[src/rtl/apb_arbiter_if.sv]
// One APB port: request side driven by a master, response side driven by a slave.
interface apb_arbiter_if #(
    parameter int ADDR_WIDTH = 32,
    parameter int DATA_WIDTH = 32
);
    logic                      psel;
    logic                      penable;
    logic                      pwrite;
    logic [ADDR_WIDTH-1:0]     paddr;
    logic [DATA_WIDTH-1:0]     pdata;
    logic [DATA_WIDTH/8-1:0]   pstb;
    logic [DATA_WIDTH-1:0]     prdata;
    logic                      pready;
    logic                      perr;

    modport master (
        output psel, penable, pwrite, paddr, pdata, pstb,
        input  prdata, pready, perr
    );

    modport slave (
        input  psel, penable, pwrite, paddr, pdata, pstb,
        output prdata, pready, perr
    );
endinterface

[src/rtl/apb_arbiter.sv]
// Two-master round-robin APB arbiter with one transfer in flight and an
// ACCESS-phase watchdog that turns a hung downstream slave into an error response.
module apb_arbiter #(
    parameter int ADDR_WIDTH = 32,
    parameter int DATA_WIDTH = 32,
    parameter int TIMEOUT    = 255
) (
    input  logic          clk,
    input  logic          rts,
    apb_arbiter_if.slave  m0,
    apb_arbiter_if.slave  m1,
    apb_arbiter_if.master s,
    output logic          grant
);
    localparam int STB_WIDTH = DATA_WIDTH / 8;
    localparam int WD_WIDTH  = $clog2(TIMEOUT + 1);
    localparam logic [WD_WIDTH-1:0] WD_LIMIT = WD_WIDTH'(TIMEOUT - 1);
    localparam logic [WD_WIDTH-1:0] WD_ONE   = WD_WIDTH'(1);

    typedef enum logic [1:0] {
        ST_IDLE   = 2'd0,
        ST_SETUP  = 2'd1,
        ST_ACCESS = 2'd2,
        ST_RESP   = 2'd3
    } state_t;

    state_t                  state_r;
    state_t                  state_s;
    logic                    grant_r;
    logic                    last_r;
    logic [WD_WIDTH-1:0]     wd_r;

    logic                    s_psel_r;
    logic                    s_penable_r;
    logic                    s_pwrite_r;
    logic [ADDR_WIDTH-1:0]   s_paddr_r;
    logic [DATA_WIDTH-1:0]   s_pdata_r;
    logic [STB_WIDTH-1:0]    s_pstb_r;

    logic [DATA_WIDTH-1:0]   rdata_r;
    logic                    perr_r;
    logic [DATA_WIDTH-1:0]   m0_prdata_r;
    logic [DATA_WIDTH-1:0]   m1_prdata_r;

    logic [1:0]              req_s;
    logic                    win_s;
    logic                    take_s;
    logic                    done_s;
    logic                    drop_s;
    logic                    done0_s;
    logic                    done1_s;
    logic                    gnt_psel_s;
    logic                    gnt_penable_s;
    logic                    timeout_s;

    logic                    sel_pwrite_s;
    logic [ADDR_WIDTH-1:0]   sel_paddr_s;
    logic [DATA_WIDTH-1:0]   sel_pdata_s;
    logic [STB_WIDTH-1:0]    sel_pstb_s;

    assign req_s         = {m1.psel, m0.psel};
    assign gnt_psel_s    = grant_r ? m1.psel : m0.psel;
    assign gnt_penable_s = grant_r ? m1.penable : m0.penable;
    assign timeout_s     = (wd_r >= WD_LIMIT);

    // Next-state and arbitration decision; on a tie the master not served last wins.
    always_comb begin
        state_s = state_r;
        win_s   = 1'b0;
        take_s  = 1'b0;
        done_s  = 1'b0;
        drop_s  = 1'b0;
        case (state_r)
            ST_IDLE: begin
                if (req_s == 2'b11) begin
                    win_s   = ~last_r;
                    take_s  = 1'b1;
                    state_s = ST_SETUP;
                end else if (req_s[0]) begin
                    win_s   = 1'b0;
                    take_s  = 1'b1;
                    state_s = ST_SETUP;
                end else if (req_s[1]) begin
                    win_s   = 1'b1;
                    take_s  = 1'b1;
                    state_s = ST_SETUP;
                end else begin
                    state_s = ST_IDLE;
                end
            end
            ST_SETUP: begin
                state_s = ST_ACCESS;
            end
            ST_ACCESS: begin
                if (s.pready) begin
                    state_s = ST_RESP;
                end else if (timeout_s) begin
                    state_s = ST_RESP;
                end else begin
                    state_s = ST_ACCESS;
                end
            end
            ST_RESP: begin
                if (gnt_psel_s && gnt_penable_s) begin
                    done_s  = 1'b1;
                    state_s = ST_IDLE;
                end else if (gnt_psel_s) begin
                    state_s = ST_RESP;
                end else begin
                    drop_s  = 1'b1;
                    state_s = ST_IDLE;
                end
            end
            default: begin
                state_s = ST_IDLE;
            end
        endcase
    end

    // Request fields of the winning master, picked only for the capture in IDLE.
    always_comb begin
        sel_pwrite_s = m0.pwrite;
        sel_paddr_s  = m0.paddr;
        sel_pdata_s  = m0.pdata;
        sel_pstb_s   = m0.pstb;
        if (win_s) begin
            sel_pwrite_s = m1.pwrite;
            sel_paddr_s  = m1.paddr;
            sel_pdata_s  = m1.pdata;
            sel_pstb_s   = m1.pstb;
        end else begin
            sel_pwrite_s = m0.pwrite;
            sel_paddr_s  = m0.paddr;
            sel_pdata_s  = m0.pdata;
            sel_pstb_s   = m0.pstb;
        end
    end

    // State register, ownership tracking and downstream bus controls.
    always_ff @(posedge clk) begin
        if (rts) begin
            state_r     <= ST_IDLE;
            grant_r     <= 1'b0;
            last_r      <= 1'b1;
            s_psel_r    <= 1'b0;
            s_penable_r <= 1'b0;
        end else begin
            state_r     <= state_s;
            s_psel_r    <= (state_s == ST_SETUP) || (state_s == ST_ACCESS);
            s_penable_r <= (state_s == ST_ACCESS);
            if (take_s) begin
                grant_r <= win_s;
            end
            if (done_s || drop_s) begin
                last_r <= grant_r;
            end
        end
    end

    // Request fields are captured once at grant and held for the whole transfer.
    always_ff @(posedge clk) begin
        if (rts) begin
            s_pwrite_r <= 1'b0;
            s_paddr_r  <= {ADDR_WIDTH{1'b0}};
            s_pdata_r  <= {DATA_WIDTH{1'b0}};
            s_pstb_r   <= {STB_WIDTH{1'b0}};
        end else if (take_s) begin
            s_pwrite_r <= sel_pwrite_s;
            s_paddr_r  <= sel_paddr_s;
            s_pdata_r  <= sel_pdata_s;
            s_pstb_r   <= sel_pstb_s;
        end
    end

    // Watchdog and response capture; a real s_pready beats a same-cycle timeout.
    always_ff @(posedge clk) begin
        if (rts) begin
            wd_r    <= {WD_WIDTH{1'b0}};
            rdata_r <= {DATA_WIDTH{1'b0}};
            perr_r  <= 1'b0;
        end else begin
            case (state_r)
                ST_SETUP: begin
                    wd_r <= {WD_WIDTH{1'b0}};
                end
                ST_ACCESS: begin
                    wd_r <= wd_r + WD_ONE;
                    if (s.pready) begin
                        rdata_r <= s_pwrite_r ? {DATA_WIDTH{1'b0}} : s.prdata;
                        perr_r  <= s.perr;
                    end else if (timeout_s) begin
                        rdata_r <= {DATA_WIDTH{1'b0}};
                        perr_r  <= 1'b1;
                    end
                end
                default: begin
                    wd_r <= wd_r;
                end
            endcase
        end
    end

    // Per-master read data holds until that master's next completion.
    always_ff @(posedge clk) begin
        if (rts) begin
            m0_prdata_r <= {DATA_WIDTH{1'b0}};
            m1_prdata_r <= {DATA_WIDTH{1'b0}};
        end else begin
            if (done0_s) begin
                m0_prdata_r <= rdata_r;
            end
            if (done1_s) begin
                m1_prdata_r <= rdata_r;
            end
        end
    end

    // Completion must land in the cycle the master is waiting in ACCESS, so
    // pready is qualified by the master's own live psel/penable.
    assign done0_s   = done_s & ~grant_r;
    assign done1_s   = done_s & grant_r;

    assign m0.pready = done0_s;
    assign m0.perr   = done0_s & perr_r;
    assign m0.prdata = done0_s ? rdata_r : m0_prdata_r;
    assign m1.pready = done1_s;
    assign m1.perr   = done1_s & perr_r;
    assign m1.prdata = done1_s ? rdata_r : m1_prdata_r;

    assign s.psel    = s_psel_r;
    assign s.penable = s_penable_r;
    assign s.pwrite  = s_pwrite_r;
    assign s.paddr   = s_paddr_r;
    assign s.pdata   = s_pdata_r;
    assign s.pstb    = s_pstb_r;

    assign grant     = grant_r;
endmodule

[src/flat_wrapper.sv]
// flat-port wrapper written by rule: the top's interface ports become plain ports
module apb_arbiter_flat 
#(
    parameter int ADDR_WIDTH = 32,
    parameter int DATA_WIDTH = 32,
    parameter int TIMEOUT    = 255
)
  (clk, rts, grant, m0_psel, m0_penable, m0_pwrite, m0_paddr, m0_pdata, m0_pstb, m0_prdata, m0_pready, m0_perr, m1_psel, m1_penable, m1_pwrite, m1_paddr, m1_pdata, m1_pstb, m1_prdata, m1_pready, m1_perr, s_psel, s_penable, s_pwrite, s_paddr, s_pdata, s_pstb, s_prdata, s_pready, s_perr);
  apb_arbiter_if #(.ADDR_WIDTH(ADDR_WIDTH), .DATA_WIDTH(DATA_WIDTH)) m0_i ();
  apb_arbiter_if #(.ADDR_WIDTH(ADDR_WIDTH), .DATA_WIDTH(DATA_WIDTH)) m1_i ();
  apb_arbiter_if #(.ADDR_WIDTH(ADDR_WIDTH), .DATA_WIDTH(DATA_WIDTH)) s_i ();
  input  logic clk;
  input  logic rts;
  output logic grant;
  input wire logic [$bits(m0_i.psel)-1:0] m0_psel;
  input wire logic [$bits(m0_i.penable)-1:0] m0_penable;
  input wire logic [$bits(m0_i.pwrite)-1:0] m0_pwrite;
  input wire logic [$bits(m0_i.paddr)-1:0] m0_paddr;
  input wire logic [$bits(m0_i.pdata)-1:0] m0_pdata;
  input wire logic [$bits(m0_i.pstb)-1:0] m0_pstb;
  output wire logic [$bits(m0_i.prdata)-1:0] m0_prdata;
  output wire logic [$bits(m0_i.pready)-1:0] m0_pready;
  output wire logic [$bits(m0_i.perr)-1:0] m0_perr;
  input wire logic [$bits(m1_i.psel)-1:0] m1_psel;
  input wire logic [$bits(m1_i.penable)-1:0] m1_penable;
  input wire logic [$bits(m1_i.pwrite)-1:0] m1_pwrite;
  input wire logic [$bits(m1_i.paddr)-1:0] m1_paddr;
  input wire logic [$bits(m1_i.pdata)-1:0] m1_pdata;
  input wire logic [$bits(m1_i.pstb)-1:0] m1_pstb;
  output wire logic [$bits(m1_i.prdata)-1:0] m1_prdata;
  output wire logic [$bits(m1_i.pready)-1:0] m1_pready;
  output wire logic [$bits(m1_i.perr)-1:0] m1_perr;
  output wire logic [$bits(s_i.psel)-1:0] s_psel;
  output wire logic [$bits(s_i.penable)-1:0] s_penable;
  output wire logic [$bits(s_i.pwrite)-1:0] s_pwrite;
  output wire logic [$bits(s_i.paddr)-1:0] s_paddr;
  output wire logic [$bits(s_i.pdata)-1:0] s_pdata;
  output wire logic [$bits(s_i.pstb)-1:0] s_pstb;
  input wire logic [$bits(s_i.prdata)-1:0] s_prdata;
  input wire logic [$bits(s_i.pready)-1:0] s_pready;
  input wire logic [$bits(s_i.perr)-1:0] s_perr;
  assign m0_i.psel = m0_psel;
  assign m0_i.penable = m0_penable;
  assign m0_i.pwrite = m0_pwrite;
  assign m0_i.paddr = m0_paddr;
  assign m0_i.pdata = m0_pdata;
  assign m0_i.pstb = m0_pstb;
  assign m0_prdata = m0_i.prdata;
  assign m0_pready = m0_i.pready;
  assign m0_perr = m0_i.perr;
  assign m1_i.psel = m1_psel;
  assign m1_i.penable = m1_penable;
  assign m1_i.pwrite = m1_pwrite;
  assign m1_i.paddr = m1_paddr;
  assign m1_i.pdata = m1_pdata;
  assign m1_i.pstb = m1_pstb;
  assign m1_prdata = m1_i.prdata;
  assign m1_pready = m1_i.pready;
  assign m1_perr = m1_i.perr;
  assign s_psel = s_i.psel;
  assign s_penable = s_i.penable;
  assign s_pwrite = s_i.pwrite;
  assign s_paddr = s_i.paddr;
  assign s_pdata = s_i.pdata;
  assign s_pstb = s_i.pstb;
  assign s_i.prdata = s_prdata;
  assign s_i.pready = s_pready;
  assign s_i.perr = s_perr;
  apb_arbiter #(.ADDR_WIDTH(ADDR_WIDTH), .DATA_WIDTH(DATA_WIDTH), .TIMEOUT(TIMEOUT)) u_core (.clk(clk), .rts(rts), .m0(m0_i), .m1(m1_i), .s(s_i), .grant(grant));
endmodule
[config.mk]
export PLATFORM = sky130hd
export DESIGN_NAME = apb_arbiter_flat
export DESIGN_NICKNAME = d
export VERILOG_FILES = /design/src/rtl/apb_arbiter_if.sv /design/src/rtl/apb_arbiter.sv /design/src/flat_wrapper.sv
export SDC_FILE = /design/constraint.sdc
export NUM_CORES = 1
export LEC_CHECK = 0
export CAP_MARGIN = 20
export CORE_MARGIN = 5
export CORE_UTILIZATION = 44
export CTS_CLUSTER_SIZE = 12
export DETAILED_ROUTE_END_ITERATION = 6
export HOLD_SLACK_MARGIN = 0.03
export MAX_ROUTING_LAYER = met4
export PLACE_DENSITY = 0.89
export SYNTH_ARGS = -nofsm -noshare
export SYNTH_HDL_FRONTEND = slang
export SYNTH_SLANG_ARGS = --single-unit
[constraint.sdc]
create_clock -name clk -period 3.5 [get_ports clk]
set_clock_uncertainty 0.2 [all_clocks]
set_input_delay 0.7 -clock clk [delete_from_list [all_inputs] [get_ports clk]]
set_output_delay 0.7 -clock clk [all_outputs]
set_load 0.005 [all_outputs]
==> results of run 1 <==
[cells in the final DEF (no fill, tap or decap), types with 3 or more instances in the layout]
cell type and n:
nand2_1 177, clkbuf_8 6, dfxtp_1 180, o21ai_0 34, mux2_2 14, nand2b_1 3, xor2_1 5, a21oi_1 37
buf_12 6, mux2_4 50, nor2b_1 63, buf_4 11, ha_1 7, clkdlybuf4s50_1 316, o221ai_1 69, nand4_1 3
nor2b_4 3, clkbuf_16 17, nor2_1 14, inv_1 9
[flip-flops by register name, indices dropped and copies added (netlist names)]
signal,count
u_core.grant,1
u_core.last_r,1
u_core.m0_prdata_r,32
u_core.m1_prdata_r,32
u_core.perr_r,1
u_core.rdata_r,32
u_core.s.paddr,32
u_core.s.pdata,32
u_core.s.penable,1
u_core.s.psel,1
u_core.s.pstb,4
u_core.s.pwrite,1
u_core.state_r,2
u_core.wd_r,8
[layout make-up]
type,instances,area share
Sequential cell,180,0.319
Multi-Input combinational cell,503,0.302
Timing Repair Buffer,333,0.298
Clock buffer,24,0.0453
Tap cell,220,0.0244
Clock inverter,8,0.00776
Inverter,9,0.00299
[tightest hold or removal path, stage by stage (launching register included)]
cell     delay [ns]
dfxtp_1        0.31
nand2_1        0.05
nand2_1        0.04
[worst min path at each step]
stage,slack (ns),start,end
floorplan,0.24,u_core.s.paddr[0],u_core.s.paddr[0]
global placement,0.23,u_core.s.pdata[25],u_core.s.pdata[25]
detailed placement,0.23,u_core.s.paddr[26],u_core.s.paddr[26]
CTS,0.24,u_core.s.paddr[26],u_core.s.paddr[26]
global route,0.26,u_core.s.paddr[19],u_core.s.paddr[19]
finish,0.24,u_core.s.paddr[26],u_core.s.paddr[26]
[power groups by stage]
stage / clock (mW) / combinational (mW) / sequential [mW]
6_report: 1.90 / 0.933 / 2.28
5_1_grt: 2.04 / 1.00 / 2.30
4_1_cts: 1.94 / 0.937 / 2.28
3_5_place_dp: 0 / 0.930 / 2.33
3_3_place_gp: 0 / 0.916 / 2.32
2_1_floorplan: 0 / 0.340 / 2.33
[per-stage QoR]
step | instances | area, um2 | utilization | setup WS, ns
global route | 1277 | 11300 | 0.685 | 0.0303
detailed placement | 1245 | 10700 | 0.649 | 0.180
CTS | 1277 | 11300 | 0.685 | 0.119
global placement | 1245 | 10700 | 0.649 | 0.196
floorplan | 749 | 7330 | - | 1.21
finish | 1277 | 11300 | 0.685 | 0.157
[cells by family (layout without fill, tap and decap cells)]
family	Yosys count	count (layout)	synth area share
xor gates and xnor gates	5	5	0.00597
DFF	180	180	0.491
and+or+nand+nor	275	275	0.176
adders and majority gates	7	7	0.0119
buffers and inverters	66	374	0.0459
muxes	64	64	0.124
AOI/OAI and AO/OA	152	152	0.144
[metal layers]
layer,track usage,up-vias
met5,-,-
met4,0.0906,0
met1,0.281,3138
met3,0.0514,43
li1,-,3184
met2,0.399,216
==> results.md, run 1 <==
* H-tree levels at 4
* Cell Rows at 47
* Routed length per instance at approximately 18 um
* Critical setup path kind: reg -> out
* Top-area cell type share of the netlist area at 0.491
* CP endpoint: m0_prdata[31]
* CTS clk-pin slew, worst paths at 0.06 ns
* Cell area after synthesis at 0.00733 mm2
* Number of gates resized after cts at 0
* Top cells by count, synth: dfxtp_1 (180), nand2_1 (177), o221ai_1 (69), nor2b_1 (64), mux2_4 (50)
* Hold-fix buffers at CTS at 0
* Top sig layer: met4
* Starting DRT DRC Count at 414
* Share of synthesized registers carrying an async set or reset at 0
* Seq. cell area at 0.00360 mm2
* Clk sinks at 180
* Number of antenna violations at the first check in global routing at 0
* Worst slew pin tran at 0.583 ns
* Slew Limit Fails at 0
* Psw at 1.29 mW
* Die Wd at around 140 um
* Combinational Power Share at 0.182
* TritonRoute pass-1 iters at 5
* Status: completed
* Final Hold Fails at 0
* Setup crit start kind: register
* Number of buffers created by CTS at 17
* Slowest cell delay on critical path at 0.56 ns
* Area leader, netlist: dfxtp_1
* Reg2reg path depth at 8
* Final #Nets at 1,229
* Crit path DAT at 2.44 ns
* Cells after Synth at 749
* Int Power at ~3.8 mW
* Ports at roughly 320
* Core ar. at between 0.015 and 0.02 mm2
* Worst reg2reg path endpoint: u_core.s.psel
* Max transition margin at 0.612
* Clock power frac at 0.372
* CP top delay family: buffers and inverters
* Yosys warning count at 0
* Largest net degree at the start of global routing at 71
* Setup slack, reg-to-reg at 1.37 ns
* DR WL met3 at roughly 1300 um
* Count leader, synth: dfxtp_1
* Vias in the first global route at 6,608
* Leak at 4.60 nW
* Crit-path cells: ha_1 -> nand4b_4 -> buf_4 -> mux2_2 -> clkdlybuf4s50_1
* Share of layout cells above drive strength 1 at 0.115
* Fillers at ~1,200
* ANT cells at 0
* Max-Cap Viols at 0
* CTS tree: yes
* Post-layout min period at 3.34 ns
* Die ar. at a little under 0.02 mm2
* Met1 WL at 9550 um
* Final Cycle Share at 0.955
* Initial Utilization at 0.445
* Count of cell types in the netlist at 40
* Total grt overflow at 0
* Postcts setup bufs at 0
* Clock tree buffer depth at 2
* Worst r2r src: u_core.wd_r[0]
* Sw frac at 0.253
* First-pass GRT wire length at roughly 36,000 um
* Detailed placer's ending HPWL at around 17,000 um
* Pwr Density at 453 mW/mm2
* Total power at 5.11 mW
* DRC violations left at 0
* Metal2 WL at 11,600 um
* Antenna-violating nets left at 0
* Worst Setup End Kind: primary output
* Worst hold margin at 0.238 ns
* Sequential power share at 0.446
* CP Depth at 5
* Unrepaired setup endpoints after global routing: no
* Setup TNS at 0 ns
* IR Drop Worst-Case VDD at 0.339 mV
* Critical-path top delay cell: clkdlybuf4s50_1
* Required time of the critical path at roughly 2.6 ns
* Final setup viols at 0
* Skew-Pair Late Insertion Delay at 0.42 ns
* Via count at 6,581
* Top post-synthesis cells by area: dfxtp_1 (49%), mux2_4 (10%), nand2_1 (9.1%)
* Flops & latches, synth at 180
* Post-synthesis area per instance at just under 10 um2
* Area of the multi-input gates at about 0.0034 mm2
* Hold Path Class: reg -> reg
* Main synth FF type: dfxtp_1
* Max FO, Critical Path at 8
* Seq/Total Area, Yosys at 0.491
* Syn nets at 934
* Port bufs at approximately 320
* Placer Congestion at 0.869
* Root Buffer Master: clkbuf_16
* Critical path buffer and inverter count at 2
* Final WL at 23,100 um
* Drt via density at 5.15
* Die Y at 139 um
* Layout Area Growth over Synthesis at 53.9%
* Fmax at 299 MHz
* Overall routing resource usage at 0.238
* Number of synthesized flops with an enable pin at 0
* Source of the critical timing path: u_core.state_r[1]
* WHS Path Cells at 2
No activity file was read; power rests on OpenSTA's default activity.
==> run 2, diff against run 1 <==
--- a/config.mk
+++ b/config.mk
@@ -5,14 +5,16 @@
 export SDC_FILE = /design/constraint.sdc
 export NUM_CORES = 1
 export LEC_CHECK = 0
+export ABC_AREA = 1
 export CAP_MARGIN = 20
 export CORE_MARGIN = 5
 export CORE_UTILIZATION = 44
 export CTS_CLUSTER_SIZE = 12
 export DETAILED_ROUTE_END_ITERATION = 6
+export GPL_TIMING_DRIVEN = 0
 export HOLD_SLACK_MARGIN = 0.03
 export MAX_ROUTING_LAYER = met4
-export PLACE_DENSITY = 0.89
+export PLACE_DENSITY = 0.86
 export SYNTH_ARGS = -nofsm -noshare
 export SYNTH_HDL_FRONTEND = slang
 export SYNTH_SLANG_ARGS = --single-unit
==> run 2 against run 1 <==
Fmax is 3.1% lower. Die area is 13% higher. Synthesized cell count is 42% higher. Critical endpoint is now m1_prdata[2]. Largest power group unchanged. Highest routed layer unchanged.
==> results.md, run 2 <==
* Core ar. at 0.0187 mm2 (was 0.0165 mm2)
* Hold Path Class: reg -> reg (unchanged)
* Max-Cap Viols at 0 (unchanged)
* Placement Cell Area at 0.0118 mm2 (was 0.0107 mm2)
* Non-Filler Instances at 1,651 (was 1,277)
* Placer Congestion at 0.876 (was 0.869)
* Clk sinks at 180 (unchanged)
* Routed length per instance at 17.5 um (was 18.1 um)
* Vias in the first global route at 8,384 (was 6,608)
* Top cells by count, synth: dfxtp_1 (180), inv_1 (149), nand2_1 (126), a21oi_1 (121), nor2_1 (79) (was dfxtp_1 (180), nand2_1 (177), o221ai_1 (69), nor2b_1 (64), mux2_4 (50))
* Leak at 5.37 nW (was 4.60 nW)
* Placed insts at 1,617 (was 1,245)
* Worst hold margin at 0.293 ns (was 0.238 ns)
* Status: completed (unchanged)
* IR Drop Worst-Case VDD at 0.318 mV (was 0.339 mV)
* Detailed placer's ending HPWL at 22,400 um (was 16,700 um)
* Final Cycle Share at 0.985 (was 0.955)
* H-tree levels at 4 (unchanged)
* Most frequent cells in the layout: clkdlybuf4s50_1 (305), dfxtp_1 (180), inv_1 (149) (was clkdlybuf4s50_1 (316), dfxtp_1 (180), nand2_1 (177))
* Setup crit start kind: primary input (was register)
* Clock power frac at 0.332 (was 0.372)
* CTS clk-pin slew, worst paths at 0.07 ns (was 0.06 ns)
* Worst slew pin tran at 0.850 ns (was 0.583 ns)
* Number of synthesized flops with an enable pin at 0 (unchanged)
* Post-layout min period at 3.45 ns (was 3.34 ns)
* Root Buffer Master: clkbuf_16 (unchanged)
* DRC violations left at 0 (unchanged)
* Top post-synthesis cells by area: dfxtp_1 (43%), a21oi_1 (7.3%), inv_1 (6.7%) (was dfxtp_1 (49%), mux2_4 (10%), nand2_1 (9.1%))
* Count leader, synth: dfxtp_1 (unchanged)
* Drt via density at 5.05 (was 5.15)
* CTS tree: yes (unchanged)
* Fmax at 290 MHz (was 299 MHz)
* Worst Setup End Kind: primary output (unchanged)
* Final #Nets at 1,589 (was 1,229)
* Max transition margin at 0.433 (was 0.612)
* Final core utilization at 0.666 (was 0.685)
* Int Power at 3.94 mW (was 3.82 mW)
* Main synth FF type: dfxtp_1 (unchanged)
* TritonRoute pass-1 iters at 5 (unchanged)
* Final WL at 28,900 um (was 23,100 um)
* Share of layout cells above drive strength 1 at 0.163 (was 0.115)
* Clock tree buffer depth at 2 (unchanged)
* Cell area after synthesis at 0.00834 mm2 (was 0.00733 mm2)
* Critical setup path kind: in -> out (was reg -> out)
* Die Wd at 148 um (was 139 um)
* Port bufs at 316 (was 317)
* Layout Area Growth over Synthesis at 49.5% (was 53.9%)
* Number of buffers created by CTS at 17 (unchanged)
* Crit path DAT at 2.55 ns (was 2.44 ns)
* Cells after Synth at 1,067 (was 749)
* Area leader, netlist: dfxtp_1 (unchanged)
* Total grt overflow at 0 (unchanged)
* Die Y at 148 um (was 139 um)
* Flops & latches, synth at 180 (unchanged)
* Pwr Density at 449 mW/mm2 (was 453 mW/mm2)
* Skew-Pair Late Insertion Delay at 0.42 ns (about the same)
* Die ar. at 0.0218 mm2 (was 0.0193 mm2)
* ANT cells at 0 (unchanged)
* Required time of the critical path at 2.60 ns (about the same)
* Antenna-violating nets left at 0 (unchanged)
* Post-synthesis area per instance at 7.81 um2 (was 9.79 um2)
* Seq/Total Area, Yosys at 0.432 (was 0.491)
* Final setup viols at 0 (unchanged)
* Count of cell types in the netlist at 32 (was 40)
* Initial Utilization at 0.446 (was 0.445)
* Ports at 318 (unchanged)
* Share of synthesized registers carrying an async set or reset at 0 (unchanged)
* Psw at 1.66 mW (was 1.29 mW)
* Top-area cell type share of the netlist area at 0.432 (was 0.491)
* Number of antenna violations at the first check in global routing at 1 (was 0)
* Overall routing resource usage at 0.264 (was 0.238)
* Syn nets at 1,252 (was 934)
* Yosys warning count at 0 (unchanged)
* Design Area, Final at 0.0125 mm2 (was 0.0113 mm2)
* Max FO, Critical Path at 5 (was 8)
* Most common cell after layout, fill and taps aside: clkdlybuf4s50_1 (unchanged)
* Cell Rows at 50 (was 47)
* Sequential power share at 0.424 (was 0.446)
* Final Hold Fails at 0 (unchanged)
* First-pass GRT wire length at 44,000 um (was 35,800 um)
* Starting DRT DRC Count at 413 (was 414)
* Slew Limit Fails at 0 (unchanged)
* Sw frac at 0.296 (was 0.253)
* Combinational Power Share at 0.245 (was 0.182)
* Via count at 8,344 (was 6,581)
* Largest net degree at the start of global routing at 17 (was 71)
-- run 2: metal layers --
layer | global-route usage | vias up | part of all wire
li1 | - | 4115 | -
met1 | 0.292 | 3831 | 0.39
met2 | 0.469 | 349 | 0.51
met3 | 0.0533 | 49 | 0.068
met4 | 0.0983 | 0 | 0.032
met5 | - | - | 0
-- run 2: power groups by stage --
stage               combinational [mW]  sequential, mW  clock (mW)
finish                            1.37            2.37        1.86
global route                      1.48            2.39        1.96
CTS                               1.37            2.37        1.87
detailed placement                1.36            2.41           0
global placement                  1.33            2.41           0
floorplan                        0.569            2.41           0
-- run 2: cell families (layout without fill, tap and decap cells) --
logic type	after synthesis	after routing	synth area share
buffers and inverters	258	608	0.137
AO/OA/AOI/OAI	327	327	0.244
flip-flops	180	180	0.432
XOR/XNOR	3	3	0.00315
adder cells (fa/ha/maj)	7	7	0.0105
AND/OR/NAND/NOR	292	292	0.173
-- run 2: path summary, 6_finish.rpt --
check                          from                to  slack (ns)  depth (start not counted)
setup reg to reg  u_core.state_r[1]  u_core.s.pstb[1]        1.48                          7
hold / removal        u_core.last_r     u_core.last_r        0.29                          2
setup / recovery         m1_penable      m1_prdata[2]        0.05                          9
hold reg to reg       u_core.last_r     u_core.last_r        0.29                          2
-- run 2: cell type report --
type                            count  area [um2]
Clock inverter                     13         124
Multi-Input combinational cell    629        3630
Timing Repair Buffer              318        3220
Inverter                          183         688
Clock buffer                       19         443
Sequential cell                   180        3600
Fill cell                        1505        6240
Tap cell                          234         293
Buffer                             75         464
-- run 2: repair_timing --
action,in CTS,in global routing
setup buffers,0,1
gates resized for setup,10,11
cloned,1,0
pin swaps,1,1
hold buffers,0,0
endpoints found under the setup margin,63,44
-- run 2: worst max-delay path, stage by stage --
cell and delay (ns):
clkdlybuf4s50_1 0.48, nand2_2 0.07, nand2_2 0.11, nand4_4 0.14, bufbuf_16 0.32, nand2_1 0.10
o21ai_4 0.08, inv_2 0.07, clkdlybuf4s50_1 0.49
-- run 2: stage by stage --
stage	power, mW	setup WS [ns]	setup TNS, ns
after global placement	3.74	-0.122	-2.50
after global routing	5.83	-0.0116	-0.0804
final	5.60	0.0514	0
after CTS	5.61	0.0281	0
after floorplan	2.97	1.17	0
after detailed placement	3.77	-0.139	-3.26
